### src/rtl/glm_pkg.sv
// Shared definitions for the GLM 1/8-scan panel sequencer and the frame-buffer writer.
// Pixel words carry one 6-bit {R1,G1,B1,R2,G2,B2} slice per bit plane, plane 0 in the LSBs.
package glm_pkg;

  localparam int ROWS  = 8;
  localparam int ROW_W = 3;
  localparam int PIX_W = 6;

  // Bit positions inside one plane slice; the frame-buffer writer packs with these.
  localparam int BIT_R1 = 5;
  localparam int BIT_G1 = 4;
  localparam int BIT_B1 = 3;
  localparam int BIT_R2 = 2;
  localparam int BIT_G2 = 1;
  localparam int BIT_B2 = 0;

  typedef enum logic [2:0] {
    IDLE,
    SHIFT,
    LATCH,
    GUARD,
    DISPLAY
  } state_t;

  function automatic int plane_lsb(input int p);
    return p * PIX_W;
  endfunction

endpackage

### src/rtl/glm_scan_ctrl_if.sv
// Frame-buffer read port plus panel connector pins; master is the scan sequencer,
// slave is the RAM/panel side.
interface glm_scan_ctrl_if import glm_pkg::*; #(
  parameter int COLS   = 32,
  parameter int PLANES = 4
);
  localparam int AW = ROW_W + $clog2(COLS);

  logic [AW-1:0]           fb_addr;
  logic [PIX_W*PLANES-1:0] fb_rdata;
  logic GLM_R1, GLM_G1, GLM_B1;
  logic GLM_R2, GLM_G2, GLM_B2;
  logic GLM_A, GLM_B, GLM_C;
  logic GLM_OE, GLM_LAT, GLM_CLK;

  modport master (
    output fb_addr,
    input  fb_rdata,
    output GLM_R1, GLM_G1, GLM_B1, GLM_R2, GLM_G2, GLM_B2,
    output GLM_A, GLM_B, GLM_C, GLM_OE, GLM_LAT, GLM_CLK
  );

  modport slave (
    input  fb_addr,
    output fb_rdata,
    input  GLM_R1, GLM_G1, GLM_B1, GLM_R2, GLM_G2, GLM_B2,
    input  GLM_A, GLM_B, GLM_C, GLM_OE, GLM_LAT, GLM_CLK
  );

endinterface

### src/rtl/glm_shift_gen.sv
// Column counter and GLM_CLK divider for one row shift; start launches COLS columns,
// done flags the final cycle so the caller can move on at the same edge.
module glm_shift_gen import glm_pkg::*; #(
  parameter int COLS    = 32,
  parameter int CLK_DIV = 2
) (
  input  logic                    clk,
  input  logic                    rst_n,
  input  logic                    start,
  output logic                    glm_clk,
  output logic [$clog2(COLS)-1:0] col,
  output logic                    load_px,
  output logic                    addr_adv,
  output logic                    last_col,
  output logic                    done
);

  localparam int CW   = $clog2(COLS);
  localparam int PH_W = $clog2(2 * CLK_DIV);
  localparam logic [PH_W-1:0] PH_RISE = PH_W'(CLK_DIV - 1);
  localparam logic [PH_W-1:0] PH_ADR  = PH_W'(2 * CLK_DIV - 2);
  localparam logic [PH_W-1:0] PH_END  = PH_W'(2 * CLK_DIV - 1);

  logic            active;
  logic [PH_W-1:0] ph;

  // Address for the next column goes out one cycle before its phase 0, so the RAM
  // word is ready at phase 0 and the pins settle at phase 1, CLK_DIV-1 cycles before the rise.
  assign load_px  = active && (ph == '0);
  assign addr_adv = active && (ph == PH_ADR);
  assign last_col = (col == CW'(COLS - 1));
  assign done     = active && (ph == PH_END) && last_col;

  always_ff @(posedge clk or negedge rst_n) begin
    if (!rst_n) begin
      active  <= 1'b0;
      ph      <= '0;
      col     <= '0;
      glm_clk <= 1'b0;
    end else if (start) begin
      active  <= 1'b1;
      ph      <= '0;
      col     <= '0;
      glm_clk <= 1'b0;
    end else if (active) begin
      if (ph == PH_RISE) glm_clk <= 1'b1;
      if (ph == PH_END) begin
        glm_clk <= 1'b0;
        ph      <= '0;
        col     <= col + CW'(1);
        if (last_col) active <= 1'b0;
      end else begin
        ph <= ph + PH_W'(1);
      end
    end
  end

endmodule

### src/rtl/glm_scan_ctrl.sv
// BCM scan sequencer: shift a row pair per bit plane, latch, blank, then light it for
// OE_BASE<<plane cycles. Frames always run to completion once started.
module glm_scan_ctrl import glm_pkg::*; #(
  parameter int COLS      = 32,
  parameter int CLK_DIV   = 2,
  parameter int PLANES    = 4,
  parameter int OE_BASE   = 64,
  parameter int BLANK_CYC = 4
) (
  input  logic            clk,
  input  logic            rst_n,
  input  logic            enable,
  glm_scan_ctrl_if.master pnl,
  output logic            busy,
  output logic            frame_done
);

  localparam int CW     = $clog2(COLS);
  localparam int PW     = (PLANES > 1) ? $clog2(PLANES) : 1;
  localparam int OE_MAX = OE_BASE << (PLANES - 1);
  localparam int TW     = (OE_MAX > 1) ? $clog2(OE_MAX) : 1;
  localparam int GW     = (BLANK_CYC > 1) ? $clog2(BLANK_CYC) : 1;

  state_t                  state;
  logic [ROW_W-1:0]        row;
  logic [PW-1:0]           plane;
  logic [TW-1:0]           tmr;
  logic [GW-1:0]           gcnt;
  logic [PIX_W-1:0]        pix;
  logic [ROW_W-1:0]        abc;
  logic                    oe;
  logic                    lat;
  logic [ROW_W+CW-1:0]     fb_addr;

  logic                    sg_clk;
  logic [CW-1:0]           sg_col;
  logic                    sg_load, sg_adv, sg_last, sg_done;
  logic                    start, last_plane, frame_end, disp_end;
  logic [ROW_W-1:0]        next_row;

  function automatic logic [TW-1:0] disp_last(input logic [PW-1:0] p);
    return TW'((OE_BASE << p) - 1);
  endfunction

  assign last_plane = (plane == PW'(PLANES - 1));
  assign frame_end  = last_plane && (row == ROW_W'(ROWS - 1));
  assign disp_end   = (state == DISPLAY) && (tmr == disp_last(plane));
  assign next_row   = last_plane ? row + ROW_W'(1) : row;
  assign start      = ((state == IDLE) && enable) || (disp_end && (!frame_end || enable));

  glm_shift_gen #(.COLS(COLS), .CLK_DIV(CLK_DIV)) u_shift (
    .clk      (clk),
    .rst_n    (rst_n),
    .start    (start),
    .glm_clk  (sg_clk),
    .col      (sg_col),
    .load_px  (sg_load),
    .addr_adv (sg_adv),
    .last_col (sg_last),
    .done     (sg_done)
  );

  always_ff @(posedge clk or negedge rst_n) begin
    if (!rst_n) begin
      state      <= IDLE;
      row        <= '0;
      plane      <= '0;
      tmr        <= '0;
      gcnt       <= '0;
      pix        <= '0;
      abc        <= '0;
      oe         <= 1'b1;
      lat        <= 1'b0;
      fb_addr    <= '0;
      busy       <= 1'b0;
      frame_done <= 1'b0;
    end else begin
      frame_done <= 1'b0;
      if (sg_load) pix <= pnl.fb_rdata[plane_lsb(int'(plane)) +: PIX_W];
      // After the last column the address is parked on column 0 of the next shift.
      if (sg_adv) fb_addr <= sg_last ? {next_row, CW'(0)} : {row, sg_col + CW'(1)};
      case (state)
        IDLE: begin
          oe <= 1'b1;
          if (enable) begin
            state <= SHIFT;
            busy  <= 1'b1;
            row   <= '0;
            plane <= '0;
          end
        end
        SHIFT: if (sg_done) begin
          state <= LATCH;
          lat   <= 1'b1;
          abc   <= row;
        end
        LATCH: begin
          state <= GUARD;
          lat   <= 1'b0;
          gcnt  <= '0;
        end
        GUARD: begin
          if (gcnt == GW'(BLANK_CYC - 1)) begin
            state <= DISPLAY;
            oe    <= 1'b0;
            tmr   <= '0;
          end else begin
            gcnt <= gcnt + GW'(1);
          end
        end
        DISPLAY: begin
          if (disp_end) begin
            oe    <= 1'b1;
            plane <= last_plane ? '0 : plane + PW'(1);
            row   <= next_row;
            state <= SHIFT;
            if (frame_end) begin
              frame_done <= 1'b1;
              if (!enable) begin
                state <= IDLE;
                busy  <= 1'b0;
              end
            end
          end else begin
            tmr <= tmr + TW'(1);
          end
        end
        default: state <= IDLE;
      endcase
    end
  end

  assign pnl.fb_addr = fb_addr;
  assign pnl.GLM_R1  = pix[BIT_R1];
  assign pnl.GLM_G1  = pix[BIT_G1];
  assign pnl.GLM_B1  = pix[BIT_B1];
  assign pnl.GLM_R2  = pix[BIT_R2];
  assign pnl.GLM_G2  = pix[BIT_G2];
  assign pnl.GLM_B2  = pix[BIT_B2];
  assign pnl.GLM_A   = abc[0];
  assign pnl.GLM_B   = abc[1];
  assign pnl.GLM_C   = abc[2];
  assign pnl.GLM_OE  = oe;
  assign pnl.GLM_LAT = lat;
  assign pnl.GLM_CLK = sg_clk;

endmodule

### src/flat_wrapper.sv
// flat-port wrapper written by rule: the top's interface ports become plain ports
module glm_scan_ctrl_flat import glm_pkg::*;
#(
  parameter int COLS      = 32,
  parameter int CLK_DIV   = 2,
  parameter int PLANES    = 4,
  parameter int OE_BASE   = 64,
  parameter int BLANK_CYC = 4
)
  (clk, rst_n, enable, busy, frame_done, pnl_fb_addr, pnl_fb_rdata, pnl_GLM_R1, pnl_GLM_G1, pnl_GLM_B1, pnl_GLM_R2, pnl_GLM_G2, pnl_GLM_B2, pnl_GLM_A, pnl_GLM_B, pnl_GLM_C, pnl_GLM_OE, pnl_GLM_LAT, pnl_GLM_CLK);
  glm_scan_ctrl_if #(.COLS(COLS), .PLANES(PLANES)) pnl_i ();
  input  logic clk;
  input  logic rst_n;
  input  logic enable;
  output logic busy;
  output logic frame_done;
  output wire logic [$bits(pnl_i.fb_addr)-1:0] pnl_fb_addr;
  input wire logic [$bits(pnl_i.fb_rdata)-1:0] pnl_fb_rdata;
  output wire logic [$bits(pnl_i.GLM_R1)-1:0] pnl_GLM_R1;
  output wire logic [$bits(pnl_i.GLM_G1)-1:0] pnl_GLM_G1;
  output wire logic [$bits(pnl_i.GLM_B1)-1:0] pnl_GLM_B1;
  output wire logic [$bits(pnl_i.GLM_R2)-1:0] pnl_GLM_R2;
  output wire logic [$bits(pnl_i.GLM_G2)-1:0] pnl_GLM_G2;
  output wire logic [$bits(pnl_i.GLM_B2)-1:0] pnl_GLM_B2;
  output wire logic [$bits(pnl_i.GLM_A)-1:0] pnl_GLM_A;
  output wire logic [$bits(pnl_i.GLM_B)-1:0] pnl_GLM_B;
  output wire logic [$bits(pnl_i.GLM_C)-1:0] pnl_GLM_C;
  output wire logic [$bits(pnl_i.GLM_OE)-1:0] pnl_GLM_OE;
  output wire logic [$bits(pnl_i.GLM_LAT)-1:0] pnl_GLM_LAT;
  output wire logic [$bits(pnl_i.GLM_CLK)-1:0] pnl_GLM_CLK;
  assign pnl_fb_addr = pnl_i.fb_addr;
  assign pnl_i.fb_rdata = pnl_fb_rdata;
  assign pnl_GLM_R1 = pnl_i.GLM_R1;
  assign pnl_GLM_G1 = pnl_i.GLM_G1;
  assign pnl_GLM_B1 = pnl_i.GLM_B1;
  assign pnl_GLM_R2 = pnl_i.GLM_R2;
  assign pnl_GLM_G2 = pnl_i.GLM_G2;
  assign pnl_GLM_B2 = pnl_i.GLM_B2;
  assign pnl_GLM_A = pnl_i.GLM_A;
  assign pnl_GLM_B = pnl_i.GLM_B;
  assign pnl_GLM_C = pnl_i.GLM_C;
  assign pnl_GLM_OE = pnl_i.GLM_OE;
  assign pnl_GLM_LAT = pnl_i.GLM_LAT;
  assign pnl_GLM_CLK = pnl_i.GLM_CLK;
  glm_scan_ctrl #(.COLS(COLS), .CLK_DIV(CLK_DIV), .PLANES(PLANES), .OE_BASE(OE_BASE), .BLANK_CYC(BLANK_CYC)) u_core (.clk(clk), .rst_n(rst_n), .enable(enable), .pnl(pnl_i), .busy(busy), .frame_done(frame_done));
endmodule
### config.mk
export PLATFORM = sky130hd
export DESIGN_NAME = glm_scan_ctrl_flat
export DESIGN_NICKNAME = d
export VERILOG_FILES = /design/src/rtl/glm_pkg.sv /design/src/rtl/glm_scan_ctrl_if.sv /design/src/rtl/glm_shift_gen.sv /design/src/rtl/glm_scan_ctrl.sv /design/src/flat_wrapper.sv
export SDC_FILE = /design/constraint.sdc
export NUM_CORES = 1
export LEC_CHECK = 0
export BUFFER_PORTS_ARGS = -buffer_cell sky130_fd_sc_hd__buf_4
export CAP_MARGIN = 10
export CORE_MARGIN = 2
export CORE_UTILIZATION = 55
export DETAILED_ROUTE_END_ITERATION = 10
export HOLD_SLACK_MARGIN = 0.06
export PLACE_DENSITY = 0.84
export SYNTH_ARGS = -nofsm -noshare
export SYNTH_HDL_FRONTEND = slang
export SYNTH_HIERARCHICAL = 1
export SYNTH_SLANG_ARGS = --single-unit
### constraint.sdc
create_clock -name clk -period 3.19 [get_ports clk]
set_input_delay 0.4785 -clock clk [delete_from_list [all_inputs] [get_ports clk]]
set_output_delay 0.4785 -clock clk [all_outputs]
set_load 0.01 [all_outputs]
# After elaboration in Yosys (flattened, before gate mapping)
# Cells that the tools add are included.
totals:
  ff_bits: 49
  input_bits: 27
  out_inout_bits: 22
  elab_cells: 125
op_classes:
  add_sub_neg: 7
  mul: 1
  n_eq_ne: 20
  shifts: 2
  muxes: 48
  n_reduce_logical: 31
ops:
  columns: ["op", "count"]
  rows:
  - ["$shiftx A24 B32 Y6", 1]
  - ["$mux W3", 8]
  - ["$mux W1", 19]
  - ["$mux W9", 2]
  - ["$pmux W9 S2", 1]
  - ["$mux W5", 3]
  - ["$pmux W3 S5", 1]
  - ["$mux W2", 7]
  - ["$reduce_bool A2 Y1", 6]
  - ["$reduce_and A2 Y1", 5]
  - ["$add A9 B1 Y9 const B", 1]
  - ["$eq A9 B9 Y1", 1]
  - ["$reduce_and A3 Y1", 3]
  - ["$shl A7 B2 Y9 const A", 1]
  - ["$sub A9 B2 Y9 const B", 1]
  - ["$eq A2 B2 Y1 const B", 4]
  - ["$logic_and A1 B1 Y1", 8]
  - ["$mux W8", 1]
  - ["$ne A2 B1 Y1 const B", 4]
  - ["$ne A2 B2 Y1 const B", 4]
  - ["$pmux W2 S2", 2]
  - ["$add A2 B1 Y2 const B", 3]
  - ["$eq A3 B2 Y1 const B", 2]
  - ["$eq A3 B3 Y1 const B", 2]
  - ["16 further kinds", 19]

# Logic depth before layout (Yosys ltp)
# Gate-level depths: netlist of the first run.
logic_depth:
  word_depth: 8
  depth_mapped: 10
  depth_no_buf: 8

# Cells and area by module
# The synthesis of the first run kept the hierarchy.
by_module_without_submodules:
  columns: ["mod", "instances", "cells_each", "area_each_um2", "seq_area_each_um2"]
  rows:
  - ["glm_scan_ctrl", 1, 197, 2173.3, 1002.2]
  - ["glm_shift_gen", 1, 49, 498.0, 225.2]

# Worst setup path after synthesis of the first run
# Ideal clock, no wire load.
synth_timing:
  path_kind: "register -> register"
  from: "register u_core.plane[0]"
  to: "register u_core.u_shift.col[0]"
  arrival_time_ps: 2223
  t_required_ps: 3060
  slack_ps: 837
  path_stages_with_launch: 11
  period_less_slack_ps: 2353
  cell_sequence: "dfrtp_1 -> clkbuf_1 -> inv_1 -> ha_1 -> nand2b_1 -> mux2_4 -> nor3_4 -> nor2_2 -> nor2_1 -> buf_1 -> nor2_1"
synth_between:
  elab_chain_len: 8
synth_rtl:
  columns: ["element", "line", "source"]
  rows:
  - ["from (decl)", "glm_scan_ctrl.sv:26", "logic [PW-1:0] plane;"]
  - ["from (signal assigned)", "glm_scan_ctrl.sv:114", "plane <= last_plane ? '0 : plane + PW'(1);"]
  - ["$shl A7 B2 Y9 or $eq A2 B2 Y1 (tied branches)", "glm_scan_ctrl.sv:42, glm_scan_ctrl.sv:45", null]
  - ["$sub A9 B2 Y9 or $logic_and A1 B1 Y1 (tied branches)", "glm_scan_ctrl.sv:42, glm_scan_ctrl.sv:46", null]
  - ["$eq A9 B9 Y1 or $logic_not A1 Y1 (tied branches)", "glm_scan_ctrl.sv:47, glm_scan_ctrl.sv:49", null]
  - ["$logic_and A1 B1 Y1 or $logic_or A1 B1 Y1 (tied branches)", "glm_scan_ctrl.sv:47, glm_scan_ctrl.sv:49", null]
  - ["$logic_and A1 B1 Y1 *", "glm_scan_ctrl.sv:49", "assign start = ((state == IDLE) && enable) || (disp_end && (!frame_end || enable));"]
  - ["$logic_or A1 B1 Y1 *", "glm_scan_ctrl.sv:49", null]
  - ["via u_core.start", "glm_scan_ctrl.sv:38", "logic start, last_plane, frame_end, disp_end;"]
  - ["$reduce_bool A2 Y1 (no line)", null, null]
  - ["$reduce_and A2 Y1 (no line)", null, null]
  - ["to (signal assigned)", "glm_shift_gen.sv:50", "col <= col + CW'(1);"]
  - ["to (decl)", "glm_shift_gen.sv:11", "output logic [$clog2(COLS)-1:0] col,"]
# The timed path passes the listed nets; every way through them passes the cells marked *.
# A chain may end at the register's enable or synchronous reset.

# Worst setup path after layout of the first run
# Ends and elaborated chain as after synthesis.

==> impl_metrics.csv, run 1 <==
group,metric,value,unit
status,outcome,"complete, no violations",
clock_network,ctsRootBufferMaster,"clkbuf_8",
logic_synthesis,yosys.area.top_type_share,45.0,%
timing,max_freq,373,MHz
floorplanning,die_area,5430,µm²
clock_network,postCtsSetupBuffers,0,
final_layout,insertedDiodeCount,0,
grt,antenna_found_initial,0,
placed_design,port_buffers,48,
clock_network,clkSinkCount,49,
timing,slew_violations,0,
logic_synthesis,synth_ff_type,"dfrtp_1",
worst_setup_path,endpoint_kind,"flip-flop",
timing,setup_violations,0,
floorplanning,io_pins,49,
route,dr.pass1.iters,4,
worst_setup_path,worstPathArrival,2850,ps
logic_synthesis,synth_nets,287,
timing,hold_violations,0,
worst_setup_path,required,3350,ps
floorplanning,die_width,73.7,µm
logic_synthesis,yosys.cell_count.top_type,"dfrtp_1",
logic_synthesis,syn_area,2670,µm²
logic_synthesis,synth_top_area_cell,"dfrtp_1",
floorplanning,rows,25,
placed_design,gp_congestion,0.788,
worst_setup_path,crit_top_cell,"nor2_1",
worst_setup_path,reg2regPathDepth,7,
final_layout,drive_gt1_share,29.8,%
power,leakage,1.50,nW
placed_design,hpwl,3830,µm
timing,worst_slew_pin_slew,620,ps
route,drt_wl_total,5180,µm
floorplanning,die_h,73.7,µm
route,drt_iter0_drc,129,
grt,grt_overflow,0,
logic_synthesis,yosys_warnings,6,
worst_setup_path,max_stage_delay,640,ps
worst_setup_path,crit_fanout,11,
route,viasPerCell,5.64,
grt,track_usage,20.6,%
floorplanning,initial_utilization,56.9,%
clock_network,cts_resized,0,
logic_synthesis,netlist_top_cells_count,"dfrtp_1 (48), nand2_1 (18), nor2_1 (16)",
logic_synthesis,yosysSeqAreaShare,45.9,%
logic_synthesis,async_flop_share,100,%
logic_synthesis,ys_types,53,
timing,rsz0062_at_grt,"false",
min_path,worstHoldPathType,"in -> async",
logic_synthesis,ys_seq_elements,49,
power,ir_worst_vdd,0.302,mV
worst_setup_path,cp-endpoint,"u_core/u_shift/col[0]$_DFFE_PN0P_",
grt,grt_pass1_wl,8600,µm
timing,fin_tns_setup,0,ps
route,final_antenna_net_count,0,
worst_setup_path,path_cells,"ha_1, xnor2_1, nand3_1, nor3_4, nor2_2, nor2_1, nor2_1",
power,powerDensity,615,nW/µm²
clock_network,insertion_delay,300,ps
logic_synthesis,synth-edff-count,0,
route,wl_per_cell,15.0,µm
timing,fin_crit,2680,ps
worst_setup_path,cpMaxStageDelayCell,"dfrtp_1",
clock_network,cts_hold_buffers,0,
logic_synthesis,synth.avg_cell_area,10.9,µm²
worst_setup_path,startpoint,"u_core/plane[0]$_DFFE_PN0P_",
worst_setup_path,rrSetupSlack,510,ps
worst_setup_path,r2r_end,"u_core/u_shift/col[0]$_DFFE_PN0P_",
grt,grt_pass1_vias,1922,
run,drv_cap,0,
final_layout,syn2layout_area_growth,17.4,%
worst_setup_path,setup.worst_path.class,"reg -> reg",
timing,fin_skew,14.3,ps
timing,holdWs,177,ps
clock_network,numCtsBuffers,5,
logic_synthesis,synthTopCellsByArea,"dfrtp_1 (45%), ha_1 (6.6%), mux4_2 (5.1%)",
clock_network,h-tree-depth,2,
route,via_count,1952,
logic_synthesis,syn_inst,246,
final_layout,fin_nets,332,
timing,min_period_over_period,84.1,%
floorplanning,core_area,4690,µm²
grt,grt_max_degree,50,
worst_setup_path,cp-start-kind,"flip-flop",
final_layout,n_fill_cell,375,
timing,slew_headroom,58.5,%
worst_setup_path,r2r-start,"u_core/plane[0]$_DFFE_PN0P_",
clock_network,path_clk_slew,90,ps
clock_network,cts_tree,"built",
clock_network,cts_buffer_depth,2,
route,drc,0,
## cell families after synthesis
logic type	Yosys count	synth area share [%]
flip-flops	49	45.9
adder cells (fa/ha/maj)	14	6.56
multiplexers	24	12.5
AO/OA/AOI/OAI	46	11.6
XOR/XNOR	9	2.95
buffers and inverters	24	4.36
AND/OR/NAND/NOR	80	16.1
## cell type report
type / instances / area [µm²] / share of cell area, %
clock buffers: 6 / 82.6 / 2.63
clock inverters: 2 / 13.8 / 0.439
inverters: 13 / 48.8 / 1.56
multi-input cells: 173 / 1330 / 42.3
flip-flops and latches: 49 / 1230 / 39.1
well taps: 54 / 67.6 / 2.15
repair buffers: 49 / 368 / 11.7
## per-stage QoR
| stage | std cells | util (%) | setup slack [ps] | power, mW | area [µm²] |
|---|---|---|---|---|---|
| 5_1_grt | 346 | 66.8 | 190 | 2.08 | 3140 |
| 3_3_place_gp | 338 | 64.8 | 641 | 1.53 | 3040 |
| 4_1_cts | 346 | 66.8 | 503 | 1.95 | 3140 |
| 3_5_place_dp | 338 | 64.8 | 513 | 1.57 | 3040 |
| 6_report | 346 | 66.8 | 507 | 1.93 | 3140 |
| 2_1_floorplan | 246 | - | 837 | 1.31 | 2670 |
## worst min-delay path by stage
stage                                                 to  slack (ps)  cells past startpoint
after detailed placement  u_core/pnl.GLM_LAT$_DFFE_PN0P_         490                      2
after global routing          u_core/gcnt[1]$_DFFE_PN0P_         230                      1
after global placement    u_core/pnl.GLM_LAT$_DFFE_PN0P_         480                      2
after floorplan                u_core/abc[0]$_DFFE_PN0P_         180                      0
after CTS                     u_core/gcnt[0]$_DFFE_PN0P_         190                      1
final                        u_core/state[1]$_DFFE_PN0P_         180                      1
## where the power goes
part	switching [mW]	internal, mW
Combinational	0.303	0.338
Clock	0.199	0.176
Sequential	0.136	0.778
Total	0.637	1.29
## worst max-delay path, delay by kind of cell (launching register included)
family,cells,cell delay (ps)
xor+xnor,1,200
fa+ha+maj,1,420
flops,1,640
simple gates,5,1280
## state kept, by name, summed over array words and instances (netlist names)
signal and cells:
u_core/pnl.GLM_OE 1, u_core/pix 6, u_core/gcnt 2, u_core/busy 1
u_core/u_shift/glm_clk 1, u_core/u_shift/active 1, u_core/tmr 9, u_core/pnl.GLM_LAT 1
u_core/frame_done 1, u_core/u_shift/col 5, u_core/state 3, u_core/plane 2
u_core/row 3, u_core/pnl.fb_addr 8, u_core/u_shift/ph 2, u_core/abc 3
## cells in the final DEF (no fill, tap or decap), types with 2 or more instances in the layout
cell type / count
nand2b_1: 3
buf_4: 49
a32o_1: 3
o21ai_1: 3
clkbuf_8: 6
mux2_2: 11
mux4_2: 6
and2_1: 2
nor2_1: 16
a31oi_1: 2
nor4_1: 2
nand2_1: 18
a22o_1: 2
ha_1: 14
o21ai_0: 7
nand3_1: 12
a21oi_1: 11
and3_1: 3
a21o_1: 2
nor3b_1: 3
xor2_1: 6
a211o_1: 3
o22ai_1: 5
inv_1: 13
a211oi_1: 3
nor3_1: 6
xnor2_1: 3
dfrtp_1: 48
mux2i_1: 6
nor2b_1: 2
## routing by layer
metal | part of all wire [%] | up-vias | track usage (%)
met5 | 0 | - | 0
met2 | 51 | 44 | 34.7
met4 | 1.1 | 0 | 7.68
met3 | 4.1 | 6 | 3.84
met1 | 43 | 930 | 26.2
li1 | - | 972 | -
No activity file was read; power rests on OpenSTA's default activity.
==> run 2: changes to the inputs <==
ABC_AREA = 1   (was not set)
CORE_UTILIZATION = 51   (was 55)
PLACE_DENSITY = 0.81   (was 0.84)
clock period = 2.23 ns   (was 3.19 ns; I/O delays follow)
==> run 2 against run 1 <==
  * Cell count up 41%
  * Combinational power grew 32%
  * Flip-flop and latch count unchanged
  * First-iteration DRC count decreased by 7.8%
  * Fmax up 28%
  * Clock power up 41%
  * Critical path depth rose by 7
  * Total power increased by 33%
  * Critical endpoint unchanged
  * Largest cell class unchanged
==> impl_metrics.csv, run 2 <==
group,metric,value,unit
status,outcome,"complete, no violations",
final_layout,final_cell_mix,"nand2_1 (74), buf_4 (60), nor2_1 (48), dfrtp_1 (48), inv_1 (34)",
floorplanning,initial_utilization,52.3,%
grt,track_usage,20.8,%
placed_design,dp_cells,473,
logic_synthesis,yosysSeqAreaShare,43.1,%
logic_synthesis,synth-edff-count,0,
grt,grt_overflow,0,
power,intPower,1.68,mW
worst_setup_path,required,2410,ps
final_layout,stdcell_area,3460,µm²
logic_synthesis,synth_ff_type,"dfrtp_1",
power,leakage,1.77,nW
timing,slew_headroom,59.2,%
clock_network,cts_tree,"built",
route,drc,0,
timing,setup_violations,0,
logic_synthesis,async_flop_share,100,%
logic_synthesis,synth_top_area_cell,"dfrtp_1",
logic_synthesis,ys_types,36,
final_layout,drive_gt1_share,24.8,%
placed_design,dpl_worst_slack,69.8,ps
grt,grt_pass1_wl,10300,µm
timing,min_period_over_period,93.9,%
route,drt_wl_total,6200,µm
timing,fin_tns_setup,0,ps
power,pwr-share-seq,46.5,%
timing,fin_skew,6.64,ps
clock_network,h-tree-depth,2,
floorplanning,die_h,78.7,µm
floorplanning,rows,27,
floorplanning,core_area,5440,µm²
clock_network,clkSinkCount,49,
worst_setup_path,cp-start-kind,"flip-flop",
logic_synthesis,synth_nets,397,
power,p_sw,0.882,mW
clock_network,ctsRootBufferMaster,"clkbuf_8",
timing,holdWs,45.4,ps
route,viasPerCell,5.16,
clock_network,numCtsBuffers,5,
timing,max_freq,478,MHz
timing,hold_violations,0,
timing,slew_violations,0,
min_path,worstHoldPathType,"in -> async",
power,ir_worst_vdd,0.546,mV
timing,fin_crit,2090,ps
placed_design,gp_congestion,0.806,
route,wl_per_cell,12.7,µm
worst_setup_path,crit_fanout,8,
logic_synthesis,netlist_top_cells_count,"nand2_1 (74), dfrtp_1 (48), nor2_1 (48)",
route,drt_iter0_drc,119,
power,p_comb_share,32.9,%
power,powerDensity,742,nW/µm²
power,swShare,34.4,%
worst_setup_path,worstPathArrival,2280,ps
final_layout,fin_cells,487,
final_layout,n_fill_cell,479,
grt,grt_pass1_vias,2348,
final_layout,top_regs,"u_core/tmr (9), u_core/pnl.fb_addr (8), u_core/pix (6)",
placed_design,placed_cell_area,3290,µm²
worst_setup_path,endpoint_kind,"flip-flop",
route,dr.pass1.iters,4,
logic_synthesis,syn_inst,356,
logic_synthesis,yosys_warnings,6,
logic_synthesis,yosys.cell_count.top_type,"nand2_1",
placed_design,hpwl,4520,µm
grt,antenna_found_initial,0,
placed_design,port_buffers,48,
clock_network,path_clk_slew,90,ps
clock_network,cts_hold_buffers,0,
final_layout,top_register,"u_core/tmr",
logic_synthesis,syn_area,2850,µm²
final_layout,syn2layout_area_growth,21.5,%
logic_synthesis,ys_seq_elements,49,
route,via_count,2514,
final_layout,final_common_cell,"nand2_1",
timing,fin_ws,137,ps
final_layout,area.sequential,1230,µm²
final_layout,multiInputGateArea,1420,µm²
floorplanning,io_pins,49,
final_layout,post-route-util,63.6,%
clock_network,insertion_delay,300,ps
grt,grt_max_degree,50,
final_layout,insertedDiodeCount,0,
clock_network,cts_buffer_depth,2,
logic_synthesis,synthTopCellsByArea,"dfrtp_1 (42%), nand2_1 (9.8%), nor2_1 (6.3%)",
final_layout,largest_register_ff_count,9,
worst_setup_path,reg2regPathDepth,14,
logic_synthesis,synth.avg_cell_area,8.00,µm²
power,p_total,2.57,mW
final_layout,fin_nets,456,
route,final_antenna_net_count,0,
logic_synthesis,yosys.area.top_type_share,42.2,%
worst_setup_path,setup.worst_path.class,"reg -> reg",
power,power_frac_clock,20.6,%
timing,worst_slew_pin_slew,612,ps
floorplanning,die_width,78.7,µm
floorplanning,die_area,6200,µm²
run,drv_cap,0,
run 2: path summary, 6_finish.rpt:
| kind | slack, ps | to | startpoint |
|---|---|---|---|
| max | 140 | u_core/u_shift/col[0]$_DFFE_PN0P_ | u_core/plane[0]$_DFFE_PN0P_ |
| min | 50 | u_core/gcnt[0]$_DFFE_PN0P_ | rst_n |
| max reg2reg | 140 | u_core/u_shift/col[0]$_DFFE_PN0P_ | u_core/plane[0]$_DFFE_PN0P_ |
| min reg2reg | 470 | u_core/pnl.GLM_OE$_DFFE_PN1P_ | u_core/pnl.GLM_OE$_DFFE_PN1P_ |
| max in group asynchronous | 1770 | u_core/row[1]$_DFFE_PN0P_ | rst_n |
| min in group clk | 340 | u_core/pix[0]$_DFFE_PN0P_ | pnl_fb_rdata[6] |
run 2: kinds of logic after synthesis:
family                   share of synthesized area, %
XOR/XNOR                                         1.23
buffers and inverters                            7.47
AO/OA/AOI/OAI                                    11.1
AND/OR/NAND/NOR                                  30.9
flip-flops                                       43.1
adder cells (fa/ha/maj)                          6.15
run 2: worst max-delay path, cell delays in order (launching register included):
cell and delay [ps]:
dfrtp_1 400, buf_4 130, inv_1 50, ha_1 220, nand2_1 90, nand3_2 120
nor2_8 140, nand3_4 120, nand2_8 100, inv_4 60, nor2_4 90, clkinvlp_4 160
buf_12 170, nand3_1 60, o21ai_0 70
run 2: timing repair:
action	CTS	global route
gates resized for setup	0	4
setup buffers	0	7
endpoints found under the setup margin	0	8
run 2: final cells by class:
type | count | share of cell area, %
Timing Repair Buffer | 61 | 13.6
Sequential cell | 49 | 35.5
Tap cell | 72 | 2.61
Clock buffer | 7 | 2.50
Multi-Input combinational cell | 257 | 41.2
Inverter | 41 | 4.63
run 2: metal layers:
metal,track usage [%],vias up,share of wire (%),wire length [µm]
li1,-,1265,-,-
met2,36.1,42,51,3150
met1,26.6,1199,45,2770
met5,0,-,0,0
met4,5.26,0,1.0,65
met3,4.55,8,3.4,211
run 2: power groups by stage:
stage	registers (mW)	clock network, mW	logic (mW)
final	1.19	0.528	0.845
after global routing	1.21	0.586	0.956
after CTS	1.19	0.545	0.820
after detailed placement	1.21	0	0.816
after global placement	1.20	0	0.790
after floorplan	1.22	0	0.474
